===== config.mk =====
export PLATFORM = sky130hd
export DESIGN_NAME = uart_txd
export DESIGN_NICKNAME = d
export VERILOG_FILES = /design/src/rtl/uart_txd.sv
export SDC_FILE = /design/constraint.sdc
export NUM_CORES = 1
export LEC_CHECK = 0
export ABC_AREA = 1
export CAP_MARGIN = 20
export CORE_ASPECT_RATIO = 1.5
export CORE_UTILIZATION = 44
export CTS_BUF_LIST = sky130_fd_sc_hd__clkbuf_2
export DETAILED_ROUTE_END_ITERATION = 6
export GPL_TIMING_DRIVEN = 0
export PLACE_DENSITY = 0.7
export SLEW_MARGIN = 40
export SYNTH_ARGS = -nofsm -noshare
export SYNTH_HDL_FRONTEND = slang
export SYNTH_SLANG_ARGS = --single-unit

===== constraint.sdc =====
create_clock -name clk_40k -period 3.03 [get_ports clk_40k]
set_clock_uncertainty 0.2 [all_clocks]
set_input_delay 0.303 -clock clk_40k [delete_from_list [all_inputs] [get_ports clk_40k]]
set_output_delay 0.303 -clock clk_40k [all_outputs]
set_load 0.02 [all_outputs]

===== src/rtl/uart_txd.sv =====
// 8N1 UART transmitter with a one-entry holding buffer and optional even parity.
// Bytes queued during a frame go out back-to-back with no idle gap.
module uart_txd #(
    parameter int SYS_CLK   = 40_000,
    parameter int BPS       = 1000,
    parameter int BPS_CNT   = SYS_CLK / BPS,
    parameter bit PARITY_EN = 1'b0
) (
    input  logic       clk_40k,
    input  logic       rst,
    input  logic [7:0] din,
    input  logic       din_vld,
    output logic       din_rdy,
    output logic       bit_out,
    output logic       busy,
    output logic       tx_done
);
    localparam int CNT_W = (BPS_CNT > 1) ? $clog2(BPS_CNT) : 1;
    localparam logic [CNT_W-1:0] CNT_MAX = CNT_W'(BPS_CNT - 1);

    typedef enum logic [2:0] {IDLE, START, DATA, PARITY, STOP} state_t;

    state_t           state, state_nxt;
    logic [CNT_W-1:0] baud_cnt, baud_cnt_nxt;
    logic [2:0]       bit_idx, bit_idx_nxt;
    logic [7:0]       shift, shift_nxt;
    logic [7:0]       buf_data;
    logic             buf_full;
    logic             bit_end;
    logic             accept;
    logic             load;
    logic             bit_out_nxt;
    logic             tx_done_nxt;

    assign din_rdy = ~buf_full;
    assign accept  = din_vld & ~buf_full;

    always_ff @(posedge clk_40k) begin
        if (rst) begin
            state <= IDLE;
        end else begin
            state <= state_nxt;
        end
    end

    always_comb begin
        state_nxt    = state;
        bit_idx_nxt  = bit_idx;
        baud_cnt_nxt = '0;
        load         = 1'b0;
        tx_done_nxt  = 1'b0;
        bit_end      = (baud_cnt == CNT_MAX);

        if (state != IDLE) begin
            baud_cnt_nxt = bit_end ? '0 : baud_cnt + 1'b1;
        end

        case (state)
            IDLE: begin
                if (buf_full) begin
                    load      = 1'b1;
                    state_nxt = START;
                end
            end
            START: begin
                if (bit_end) begin
                    state_nxt   = DATA;
                    bit_idx_nxt = '0;
                end
            end
            DATA: begin
                if (bit_end) begin
                    if (bit_idx == 3'd7) begin
                        if (PARITY_EN) begin
                            state_nxt = PARITY;
                        end else begin
                            state_nxt = STOP;
                        end
                    end else begin
                        bit_idx_nxt = bit_idx + 1'b1;
                    end
                end
            end
            PARITY: begin
                if (bit_end) begin
                    state_nxt = STOP;
                end
            end
            STOP: begin
                if (bit_end) begin
                    tx_done_nxt = 1'b1;
                    if (buf_full) begin
                        load      = 1'b1;
                        state_nxt = START;
                    end else begin
                        state_nxt = IDLE;
                    end
                end
            end
            default: state_nxt = IDLE;
        endcase

        shift_nxt = load ? buf_data : shift;

        // Line level is derived from the next state so bit_out stays a plain register.
        case (state_nxt)
            START:   bit_out_nxt = 1'b0;
            DATA:    bit_out_nxt = shift_nxt[bit_idx_nxt];
            PARITY:  bit_out_nxt = ^shift_nxt;
            default: bit_out_nxt = 1'b1;
        endcase
    end

    always_ff @(posedge clk_40k) begin
        if (rst) begin
            baud_cnt <= '0;
            bit_idx  <= '0;
            shift    <= '0;
            buf_data <= '0;
            buf_full <= 1'b0;
            bit_out  <= 1'b1;
            busy     <= 1'b0;
            tx_done  <= 1'b0;
        end else begin
            baud_cnt <= baud_cnt_nxt;
            bit_idx  <= bit_idx_nxt;
            shift    <= shift_nxt;
            if (accept) begin
                buf_data <= din;
                buf_full <= 1'b1;
            end else if (load) begin
                buf_full <= 1'b0;
            end
            bit_out <= bit_out_nxt;
            busy    <= (state_nxt != IDLE);
            tx_done <= tx_done_nxt;
        end
    end
endmodule


==> results.py <==
metrics = {
    "place": {
        "dp_cells": 326,
        "place_area_um2": 1961,
        "routabilityCongestion": 0.8831,
        "hpwlAfterDp_mm": 2.829,
        "port_buffers": 13,
        "pre_cts_slack_ns": 0.7883,
    },
    "synth": {
        "async_flop_share_pct": 0,
        "ys_types": 28,
        "syn_inst": 270,
        "syn_area_per_cell_um2": 6.580,
        "yosys.area.top_type_share_pct": 36.06,
        "synth-seq-cells": 32,
        "synth-edff-count": 0,
        "syn_area_um2": 1777,
        "syn-num-nets": 283,
        "ys_seq_area_share_pct": 36.06,
        "synthTopCellsByArea": "dfxtp_1 (36%), nand2_1 (15%), nand3_1 (9.3%)",
        "synth_top_cell_by_area": "dfxtp_1",
        "yosys_warnings": 0,
        "synth-main-ff-cell": "dfxtp_1",
    },
    "clocking": {
        "h-tree-depth": 2,
        "clock-sinks": 32,
        "cts_resized": 0,
        "clkTransAtPathRegs_ns": 0.19,
        "cts_made_buffers": 5,
        "holdBufCountCts": 0,
        "post_cts.repair.setup_buffers": 0,
        "ctsRootBufferMaster": "clkbuf_2",
        "insertion_delay_ns": 0.40,
        "max-clock-path-buffers": 2,
        "cts_tree": "yes",
    },
    "min_path": {
        "hp-class": "in2reg",
    },
    "sta": {
        "rsz0062_at_grt": "false",
        "max_freq_mhz": 445.7,
        "hold_viol_final": 0,
        "tightest_slew_ns": 0.5347,
        "timing.final.crit_share_pct": 74.04,
        "relSlewSlack_pct": 64.35,
        "fin_crit_ns": 2.243,
        "setup_tns_ns": 0,
        "worst_slack_ns": 0.7865,
        "whs_ns": 0.04031,
        "maxSlewViolCount": 0,
        "setup_viol": 0,
    },
    "power": {
        "powerDensity_nw_per_um2": 473.3,
        "ir_worst_vdd_uv": 523.6,
        "leakagePower_nw": 0.9248,
        "total_power_mw": 0.9600,
    },
    "critical_path": {
        "crit_path_start_kind": "flop",
        "path_delay_family": "simple AND/OR/NAND/NOR gates",
        "crit_type": "reg2reg",
        "cp_data_arrival_time_ns": 2.34,
        "slowest_stage": "dfxtp_1",
        "endpoint_kind": "flop",
        "crit_top_cell": "nand2_1",
        "critical_path.max_stage_delay_ns": 0.41,
        "critPathBufInv": 3,
        "crit_chain": "ha_1, inv_1, nor2_2, nand3_4, nand2_8, nand2_8, buf_6, nand2_1, nand2_1, nand2_1, nand2_2, inv_2, nand2_1, nand2_1, nand2_1, nand3_1, nand3_1",
        "crit_fanout": 10,
        "worstPathRequired_ns": 3.13,
    },
    "global_route": {
        "first_global_vias": 1610,
        "grtUsageTotal_pct": 21.22,
        "grt_overflow": 0,
        "grt_max_degree": 12,
        "antenna_found_initial": 0,
        "grt_pass1_wl_mm": 6.658,
    },
    "outcome": {
        "status": "completed",
    },
    "routing": {
        "drt-total-wl_mm": 3.591,
        "viasPerCell": 4.982,
        "drt_iter0_drc": 40,
        "first_pass_iters": 5,
        "detail-route-antenna-nets": 0,
        "drc": 0,
        "wl_per_cell_um": 10.75,
        "vias": 1664,
    },
    "layout": {
        "finalNetCount": 303,
        "fin_cells": 334,
        "area_growth_pct": 14.16,
        "fin_area_um2": 2028,
        "diodes": 0,
        "utilization_pct": 54.09,
        "drive_above_1_share_pct": 12.37,
    },
    "floorplanning": {
        "die-area_um2": 4301,
        "start_util_pct": 47.38,
        "num_rows": 27,
        "die_width_um": 53.89,
        "io_pins": 15,
        "die_y_um": 79.83,
        "core_um2": 3750,
    },
    "run": {
        "drv_cap": 0,
    },
}
## area by class of cell
cell class              count  area (µm²)
fillers                   384        1722
multi-input cells         194       950.9
flip-flops and latches     32       640.6
inverters                  37       138.9
repair buffers             13       130.1
well taps                  43       53.80
plain buffers               7       46.29
clock inverters             3       42.54
clock buffers               5       25.02
## layout by cell type (no fill, tap or decap), drive strengths merged
master and count:
inv 37, nor4 1, nand2 86, dfxtp 32
buf 4, clkbuf 8, clkinv 1, clkinvlp 1
xnor2 1, o21ai 11, ha 2, nand4 1
o211ai 1, nor3 2, xor2 1, bufinv 1
nor3b 1, nand3 35, nand3b 3, nor2 37
clkdlybuf4s50 13, or2 1, a21oi 11
## power breakdown
| part | switching [mW] | total (mW) | internal [mW] |
|---|---|---|---|
| registers | 0.0143 | 0.461 | 0.447 |
| clock network | 0.157 | 0.295 | 0.138 |
| logic | 0.124 | 0.204 | 0.0807 |
## cell usage after synthesis (all sizes together), types with 2 or more instances
master  instances
a21oi          11
buf             4
clkbuf          3
dfxtp          32
ha              2
inv            37
nand2          86
nand3          35
nand3b          3
nor2           37
nor3            2
o21ai          11
## metal layers
layer / share of wire, % / up-vias / global-route usage [%]
met1: 40 / 737 / 21.10
met3: 3.4 / 8 / 5.143
met2: 55 / 27 / 39.38
met4: 2.4 / 0 / 8.684
met5: 0 / - / 0
li1: - / 892 / -
## worst paths after layout
check,from,slack (ns),to,cells past startpoint
hold reg to reg,baud_cnt[0]$_SDFF_PP0_,0.29,baud_cnt[0]$_SDFF_PP0_,1
setup / recovery,baud_cnt[0]$_SDFF_PP0_,0.79,bit_out$_SDFF_PP1_,17
setup reg to reg,baud_cnt[0]$_SDFF_PP0_,0.79,bit_out$_SDFF_PP1_,17
hold / removal,rst,0.04,state[2]$_SDFF_PP0_,2
## state kept, by name (all words and copies together), names as in the netlist
name,cells
buf_data,8
shift,8
baud_cnt,6
bit_idx,3
state,3
bit_out,1
buf_full,1
busy,1
tx_done,1
## worst reg2reg max path: stages (launching register included)
cell,delay (ns)
dfxtp_1,0.41
ha_1,0.22
inv_1,0.06
nor2_2,0.12
nand3_4,0.14
nand2_8,0.14
nand2_8,0.09
buf_6,0.16
nand2_1,0.06
nand2_1,0.07
nand2_1,0.09
nand2_2,0.08
inv_2,0.06
nand2_1,0.04
nand2_1,0.05
nand2_1,0.04
nand3_1,0.07
nand3_1,0.06
## cell families (layout without fill, tap and decap cells)
kind of cell | count (synthesis) | after routing | share of synthesized area, %
DFF | 32 | 32 | 36.06
and+or+nand+nor | 167 | 167 | 44.51
AOI/OAI and AO/OA | 23 | 23 | 6.620
buffers and inverters | 44 | 65 | 10.42
adders and majority gates | 2 | 2 | 1.408
xor gates and xnor gates | 2 | 2 | 0.9861
(Power assumes the default switching activity.)
